`src/rtl/regfile_write_arbiter_pkg.sv`:
```
// Shared constants for the register-file write arbiter: widths, the
// hard-wired zero register and the requester identifiers.
package regfile_write_arbiter_pkg;
  localparam int ADDR_W = 5;
  localparam int DATA_W = 32;
  localparam int NREGS  = 32;

  localparam logic [ADDR_W-1:0] REG_ZERO = 5'd0;

  localparam logic RQ_ALU = 1'b0;
  localparam logic RQ_MDU = 1'b1;
endpackage

```
`src/rtl/regfile_write_arbiter_rr_arbiter2.sv`:
```
// Two-input round-robin grant. On contention the requester that did not
// win the previous transfer is granted.
module rr_arbiter2
  import regfile_write_arbiter_pkg::*;
(
  input  logic clk,
  input  logic reset,
  input  logic req0,
  input  logic req1,
  output logic gnt0,
  output logic gnt1
);

  logic last_grant_q;
  logic last_grant_d;

  always_comb begin
    gnt0 = 1'b0;
    gnt1 = 1'b0;
    if (req0 && req1) begin
      gnt0 = (last_grant_q == RQ_MDU);
      gnt1 = (last_grant_q == RQ_ALU);
    end else begin
      gnt0 = req0;
      gnt1 = req1;
    end
  end

  // A grant is always a transfer because ready only rises with valid.
  always_comb begin
    last_grant_d = last_grant_q;
    if (gnt0) begin
      last_grant_d = RQ_ALU;
    end else if (gnt1) begin
      last_grant_d = RQ_MDU;
    end
  end

  always_ff @(posedge clk) begin
    if (reset) begin
      last_grant_q <= RQ_MDU;
    end else begin
      last_grant_q <= last_grant_d;
    end
  end

endmodule

```
`src/rtl/regfile_write_arbiter.sv`:
```
// Shares the register file write port between ALU/load writeback (rq0) and
// the mult/div unit (rq1), and tracks registers awaiting mult/div results.
module regfile_write_arbiter
  import regfile_write_arbiter_pkg::*;
#(
  parameter int DATA_W = regfile_write_arbiter_pkg::DATA_W,
  parameter int ADDR_W = regfile_write_arbiter_pkg::ADDR_W,
  parameter int NREGS  = regfile_write_arbiter_pkg::NREGS
) (
  input  logic              clk,
  input  logic              reset,
  input  logic              rq0_valid,
  input  logic [ADDR_W-1:0] rq0_reg,
  input  logic [DATA_W-1:0] rq0_data,
  output logic              rq0_ready,
  input  logic              rq1_valid,
  input  logic [ADDR_W-1:0] rq1_reg,
  input  logic [DATA_W-1:0] rq1_data,
  output logic              rq1_ready,
  input  logic              rsv_valid,
  input  logic [ADDR_W-1:0] rsv_reg,
  input  logic [ADDR_W-1:0] read_reg1,
  input  logic [ADDR_W-1:0] read_reg2,
  output logic              stall,
  output logic [NREGS-1:0]  pending,
  output logic              reg_write,
  output logic [ADDR_W-1:0] write_reg,
  output logic [DATA_W-1:0] write_data
);

  logic              reg_write_q, reg_write_d;
  logic [ADDR_W-1:0] write_reg_q, write_reg_d;
  logic [DATA_W-1:0] write_data_q, write_data_d;
  logic [NREGS-1:0]  pending_q, pending_d;

  logic              xfer;
  logic [ADDR_W-1:0] sel_reg;
  logic [DATA_W-1:0] sel_data;

  rr_arbiter2 u_arb (
    .clk   (clk),
    .reset (reset),
    .req0  (rq0_valid),
    .req1  (rq1_valid),
    .gnt0  (rq0_ready),
    .gnt1  (rq1_ready)
  );

  assign xfer     = rq0_ready | rq1_ready;
  assign sel_reg  = rq1_ready ? rq1_reg  : rq0_reg;
  assign sel_data = rq1_ready ? rq1_data : rq0_data;

  // Writes to the zero register are consumed but never enable the write.
  always_comb begin
    reg_write_d  = 1'b0;
    write_reg_d  = write_reg_q;
    write_data_d = write_data_q;
    if (xfer) begin
      reg_write_d  = (sel_reg != REG_ZERO);
      write_reg_d  = sel_reg;
      write_data_d = sel_data;
    end
  end

  // Per-register scoreboard bit; a reservation outranks a same-cycle clear.
  for (genvar gi = 0; gi < NREGS; gi++) begin : g_pending
    logic set_hit;
    logic clr_hit;
    assign set_hit = rsv_valid && (rsv_reg == ADDR_W'(gi)) && (gi != 0);
    assign clr_hit = rq1_ready && (rq1_reg == ADDR_W'(gi));
    assign pending_d[gi] = set_hit ? 1'b1 : (clr_hit ? 1'b0 : pending_q[gi]);
  end

  always_ff @(posedge clk) begin
    if (reset) begin
      reg_write_q  <= 1'b0;
      write_reg_q  <= '0;
      write_data_q <= '0;
      pending_q    <= '0;
    end else begin
      reg_write_q  <= reg_write_d;
      write_reg_q  <= write_reg_d;
      write_data_q <= write_data_d;
      pending_q    <= pending_d;
    end
  end

  assign stall = ((read_reg1 != REG_ZERO) && pending_q[read_reg1]) ||
                 ((read_reg2 != REG_ZERO) && pending_q[read_reg2]);

  assign pending    = pending_q;
  assign reg_write  = reg_write_q;
  assign write_reg  = write_reg_q;
  assign write_data = write_data_q;

endmodule
```
`config.mk`:
```
export PLATFORM = sky130hd
export DESIGN_NAME = regfile_write_arbiter
export DESIGN_NICKNAME = d
export VERILOG_FILES = /design/src/rtl/regfile_write_arbiter_pkg.sv /design/src/rtl/regfile_write_arbiter_rr_arbiter2.sv /design/src/rtl/regfile_write_arbiter.sv
export SDC_FILE = /design/constraint.sdc
export NUM_CORES = 1
export LEC_CHECK = 0
export ABC_CLOCK_PERIOD_IN_PS = 2450
export BUFFER_PORTS_ARGS = -buffer_cell sky130_fd_sc_hd__clkbuf_2
export CELL_PAD_IN_SITES_DETAIL_PLACEMENT = 1
export CELL_PAD_IN_SITES_GLOBAL_PLACEMENT = 2
export CORE_UTILIZATION = 25
export CTS_CLUSTER_DIAMETER = 100
export DETAILED_ROUTE_END_ITERATION = 16
export PLACE_DENSITY = 0.82
export SLEW_MARGIN = 40
export SYNTH_ARGS = -nofsm -noshare
export SYNTH_HDL_FRONTEND = slang
export SYNTH_SLANG_ARGS = --single-unit
```
`constraint.sdc`:
```
create_clock -name clk -period 2.45 [get_ports clk]
set_clock_uncertainty 0.05 [all_clocks]
set_input_delay 0.3675 -clock clk [delete_from_list [all_inputs] [get_ports clk]]
set_output_delay 0.3675 -clock clk [all_outputs]
set_load 0.02 [all_outputs]
```
==> out/qor.yml, run 1 <==
status: "finished clean"
syn_area_um2: 3490
start_util_pct: 26.0
gr-total-overflow: 0
relSlewSlack_pct: 61.9
ys_seq_area_share_pct: 40.2
wl_met3_um: 1040
critPathTopFamily: "simple AND/OR/NAND/NOR gates"
synth_ff_type: "dfxtp_1"
wl_per_cell_um: 16.5
synth_edf_count: 0
synth_most_common_cell: "dfxtp_1"
drt_iter0_markers: 156
vias: 3651
synth_top_area_share_pct: 40.2
cts_tree: "yes"
gp_congestion: 0.860
core_area_um2: 13400
crit_type: "reg -> out"
grt_first_pass_wirelength_um: 19700
routed_wl_um: 12300
synth_fp_nets: 498
worst_path_largest_cell_delay_ns: 0.54
startpoint: "pending[9]"
die_height_um: 120
root_buffer: "clkbuf_16"
fp-row-count: 42
ant_nets: 0
tns_ns: 0
syn_avg_cell_area_um2: 8.63
postLayoutCoreUtil_pct: 36.2
antenna_cells: 0
max_cap_violations: 0
place_hpwl_um: 9950
dieWidth_um: 120
clock.fmax_mhz: 418
hp-class: "in -> reg"
top_layer: "met4"
post-route-period-util_pct: 97.5
drt-met1-wl_um: 5430
postSynth.asyncResetShare_pct: 0
ys_types: 43
cts.sinks: 70
hold_path_startpoint: "rq0_data[10]"
p_leak_nw: 2.14
rsz0062_at_grt: "yes"
crit_slowest_cell: "mux4_1"
numCtsBuffers: 9
track_usage_pct: 17.6
clk_latency_ns: 0.32
synthTopCellsByCount: "dfxtp_1, nand2_1, o21ai_0"
htree_levels: 3
synth.area.top_cells: "dfxtp_1, mux2i_1, o21ai_0"
clkTransAtPathRegs_ns: 0.06
cts_buffer_depth: 2
grt_max_degree: 39
start_kind: "flop"
cp.required_ns: 2.03
synth_seq_cells: 70
drcViolationCount: 0
crit_buf_inv: 1
power_density_nw_per_um2: 605
fin_crit_ns: 2.39
yosysWarnings: 0
area_growth_syn_to_layout_pct: 39.1
cts_setup_buffers: 0
grt_pass1_vias: 3787
via_per_inst: 4.90
slew_violations: 0
dieArea_um2: 14400
largest_register_ffs: 32
dp.cells: 731
worstMarginPinSlew_ns: 0.567
synth_largest_area_cell: "dfxtp_1"
crit_path_cell_trace: "mux4_1 -> nor3b_2 -> nor3_1 -> or3_1 -> buf_2"
antenna_found_initial: 0
setup_violations: 0
nNetsFinal: 660
portBuffers: 165
synthCells: 404
final_hold_viol_count: 0
cp_max_fo: 4
wl_met2_um: 5650
max-vdd-ir-drop_mv: 0.247
drt_first_pass_iters: 4
stdcell_count: 745
cp-end-kind: "output port"
arrival_ns: 1.97
io_pins: 167
r2r-start: "u_arb.last_grant_q"
layout-drive-gt1-share_pct: 37.4
[final timing paths]
kind | endpoint | slack, ns | depth (start not counted)
worst max register to register | write_data[5] | 0.69 | 6
worst min-delay path | write_data[10] | 0.26 | 3
worst min register to register | write_data[27] | 0.40 | 2
worst max-delay path | stall | 0.06 | 5
[cell type report]
cell class / instances / area, um2
fillers: 1679 / 8550
multi-input cells: 300 / 1980
flip-flops and latches: 70 / 1410
repair buffers: 178 / 948
clock buffers: 13 / 270
well taps: 176 / 220
inverters: 7 / 26.3
clock inverters: 1 / 5.00
[worst reg2reg max path: stages, from the launching register on]
cell     delay (ns)
dfxtp_1        0.32
nand2_1        0.08
nand2_1        0.17
inv_2          0.44
buf_12         0.24
mux2i_1        0.24
o21ai_0        0.11
[cells in the final DEF, fill, tap and decap left out, types with 2 or more instances in the layout]
cell type,netlist,layout
a21oi_1,31,31
a22oi_1,4,4
and3_1,2,2
buf_12,0,2
buf_4,2,11
clkbuf_16,0,9
clkbuf_2,1,164
clkbuf_8,0,3
dfxtp_1,70,67
dfxtp_2,0,3
inv_1,6,6
mux2i_1,48,48
mux4_1,5,3
mux4_2,4,6
nand2_1,69,69
nand2b_1,6,6
nand3_1,10,10
nand4_1,2,2
nand4b_1,2,2
nor2_1,7,7
nor2b_1,8,8
nor3_1,5,5
o2111ai_2,0,4
o21ai_0,69,69
or2_2,2,2
or3_1,5,5
[power by group]
| part | total, mW | switching [mW] | internal, mW |
|---|---|---|---|
| logic | 0.493 | 0.295 | 0.198 |
| clock network | 1.21 | 0.456 | 0.755 |
| registers | 1.23 | 0.0341 | 1.20 |
[per-stage QoR]
| stage | area, um2 | power [mW] | setup WS (ns) | hold WS, ns |
|---|---|---|---|---|
| CTS | 4830 | 2.98 | 0.00360 | 0.256 |
| finish | 4850 | 2.94 | 0.0604 | 0.264 |
| global placement | 4540 | 1.74 | 0.0847 | 0.385 |
| global route | 4850 | 3.08 | -0.0129 | 0.278 |
| detailed placement | 4540 | 1.75 | 0.0531 | 0.395 |
| floorplan | 3490 | 1.53 | 0.328 | 0.431 |
[kinds of logic after synthesis]
kind of cell / Yosys count / share of synthesized area (%)
multiplexers: 58 / 20.4
buffers and inverters: 34 / 4.27
flip-flops: 70 / 40.2
AO/OA/AOI/OAI: 118 / 18.6
other: 1 / 0.108
AND/OR/NAND/NOR: 123 / 16.4
[metal layers]
| metal | GRT usage (%) | up-vias |
|---|---|---|
| met2 | 28.5 | 160 |
| met3 | 5.47 | 11 |
| li1 | - | 1769 |
| met5 | 0 | - |
| met4 | 5.70 | 0 |
| met1 | 22.0 | 1711 |
[repair_timing]
item | in CTS | in global routing
resized for setup | 1 | 11
hold buffers | 0 | 0
setup endpoints to repair | 1 | 1
Power figures use the tool's default switching activity.
==> inputs of run 2 (changes only) <==
--- a/config.mk
+++ b/config.mk
@@ -12,7 +12,7 @@
 export CORE_UTILIZATION = 25
 export CTS_CLUSTER_DIAMETER = 100
 export DETAILED_ROUTE_END_ITERATION = 16
-export PLACE_DENSITY = 0.82
+export PLACE_DENSITY = 0.78
 export SLEW_MARGIN = 40
 export SYNTH_ARGS = -nofsm -noshare
 export SYNTH_HDL_FRONTEND = slang
==> run 2 against run 1 <==
Clock-buffer cell count shrank 1. Final cell count unchanged. Hold slack worse by 0.00070 ns. Critical path depth is the same. Sequential share of layout area up 0.086 points. Flip-flop and latch count did not move. Register-to-register slack improved by 0.09 ns. Combinational power fell by 0.8%. First-iteration DRC count grew 11%. Power is 3.7% higher. Largest cell class unchanged.
==> out/qor.yml, run 2 (synthesis results as in run 1) <==
routed_wl_um: 12200  # was 12,300 um
layout-drive-gt1-share_pct: 37.6  # was 37.4%
core_area_um2: 13400  # unchanged
post_dp_cell_area_um2: 4520  # was 4540 um2
clock.fmax_mhz: 413  # was 418 MHz
arrival_ns: 2.00  # was 1.97 ns
ant_nets: 0  # unchanged
worst_path_largest_cell_delay_ns: 0.48  # was 0.54 ns
fin_crit_ns: 2.42  # was 2.39 ns
via_per_inst: 4.90  # about the same
fin_area_um2: 4840  # was 4850 um2
root_buffer: "clkbuf_16"  # unchanged
numCtsBuffers: 9  # unchanged
crit_slowest_cell: "mux4_2"  # was mux4_1
grt_first_pass_wirelength_um: 19700  # about the same
io_pins: 167  # unchanged
setup_violations: 0  # unchanged
gp_congestion: 0.826  # was 0.860
cts_buffer_depth: 2  # unchanged
wl_met2_um: 5590  # was 5650 um
gr-total-overflow: 0  # unchanged
dp.cells: 729  # was 731
max_cap_violations: 0  # unchanged
max-vdd-ir-drop_mv: 0.250  # was 0.247 mV
rsz0062_at_grt: "yes"  # unchanged
wl_met3_um: 1130  # was 1040 um
antenna_cells: 0  # unchanged
place_hpwl_um: 9920  # was 9950 um
clk_latency_ns: 0.33  # was 0.32 ns
start_util_pct: 26.0  # unchanged
dieWidth_um: 120  # unchanged
drt_first_pass_iters: 4  # unchanged
hp-class: "in -> reg"  # unchanged
largest_register_ffs: 32  # unchanged
power_density_nw_per_um2: 628  # was 605 nW/um2
htree_levels: 3  # unchanged
fillerInstances: 1642  # was 1,679
startpoint: "pending[6]"  # was pending[9]
top_layer: "met4"  # unchanged
crit_type: "reg -> out"  # unchanged
dieArea_um2: 14400  # unchanged
grt_max_degree: 38  # was 39
start_kind: "flop"  # unchanged
drcViolationCount: 0  # unchanged
worstMarginPinSlew_ns: 0.551  # was 0.567 ns
worstReg2RegEnd: "write_data[18]"  # was write_data[5]
drt-met1-wl_um: 5330  # was 5430 um
endpoint: "stall"  # unchanged
postCtsHoldBufs: 0  # unchanged
track_usage_pct: 17.6  # about the same
ff_latch_area_um2: 1410  # about the same
cp.required_ns: 2.03  # about the same
p_leak_nw: 2.13  # was 2.14 nW
die_height_um: 120  # unchanged
portBuffers: 165  # unchanged
slew_violations: 0  # unchanged
grt_pass1_vias: 3812  # was 3,787
final_cell_mix: "clkbuf_2, nand2_1, o21ai_0"  # unchanged
ff2ff_path_depth: 6  # unchanged
area_growth_syn_to_layout_pct: 38.8  # was 39.1%
cp_max_fo: 4  # unchanged
cts_setup_buffers: 0  # unchanged
ff2ff_setup_slack_ns: 0.78  # was 0.69 ns
crit_path_cell_trace: "mux4_2 -> o32ai_2 -> nor3_1 -> or3_1 -> buf_2"  # was mux4_1 -> nor3b_2 -> nor3_1 -> or3_1 -> buf_2
drt_iter0_markers: 173  # was 156
antenna_found_initial: 0  # unchanged
cp-end-kind: "output port"  # unchanged
post-route-period-util_pct: 98.8  # was 97.5%
r2r-start: "u_arb.last_grant_q"  # unchanged
status: "finished clean"  # unchanged
clkTransAtPathRegs_ns: 0.06  # about the same
cts_tree: "yes"  # unchanged
fp-row-count: 42  # unchanged
final_hold_viol_count: 0  # unchanged
wl_per_cell_um: 16.4  # was 16.5 um
cts.sinks: 70  # unchanged
relSlewSlack_pct: 63.0  # was 61.9%
final_common_cell: "clkbuf_2"  # unchanged
vias: 3653  # was 3,651
multi_input_area_um2: 1970  # was 1980 um2
stdcell_count: 745  # unchanged
nNetsFinal: 658  # was 660
-- run 2: worst max-delay path: cells and delay by family (launching register included) --
kind	cells	cell delay, ns
buffers and inverters	1	0.17
AO/OA/AOI/OAI	1	0.23
multiplexers	1	0.48
flip-flops	1	0.35
AND/OR/NAND/NOR	2	0.43
-- run 2: per-stage QoR --
stage | power [mW] | util, % | worst slack (ns) | hold slack [ns] | setup TNS (ns)
detailed placement | 1.75 | 33.7 | 0.0421 | 0.394 | 0
global placement | 1.74 | 33.7 | 0.104 | 0.384 | 0
global route | 3.19 | 36.1 | -0.0310 | 0.276 | -0.0310
finish | 3.04 | 36.1 | 0.0303 | 0.263 | 0
CTS | 3.09 | 36.0 | 0.00251 | 0.256 | 0
floorplan | 1.53 | - | 0.328 | 0.431 | 0
-- run 2: what timing repair did --
action,4_1_cts,5_1_grt
endpoints found under the setup margin,1,1
gates resized for setup,2,11
pin swaps,0,0
-- run 2: how the worst min path moves through the flow --
| stage | endpoint | start | depth (start not counted) |
|---|---|---|---|
| finish | write_data[2] | rq0_data[2] | 3 |
| global route | write_data[21] | rq0_data[21] | 3 |
| CTS | write_data[0] | rq0_data[0] | 3 |
| detailed placement | write_data[0] | write_data[0] | 2 |
| global placement | write_data[10] | write_data[10] | 2 |
| floorplan | u_arb.last_grant_q | u_arb.last_grant_q | 2 |
-- run 2: where the power goes --
group | internal (mW) | leakage, nW | switching [mW]
clock | 0.838 | 0.152 | 0.484
combinational | 0.196 | 1.40 | 0.293
sequential | 1.20 | 0.576 | 0.0346
total | 2.23 | 2.13 | 0.812
-- run 2: final cells by class --
type / count / share of cell area, %
repair buffers: 176 / 19.0
multi-input cells: 300 / 40.6
clock inverters: 4 / 0.930
inverters: 7 / 0.542
clock buffers: 12 / 5.30
flip-flops and latches: 70 / 29.0
well taps: 176 / 4.55
-- run 2: layer usage --
metal  GRT usage [%]  vias to the layer above
li1                -                     1767
met1            21.8                     1702
met2            28.5                      171
met3            5.61                       13
met4            5.78                        0
met5               0                        -
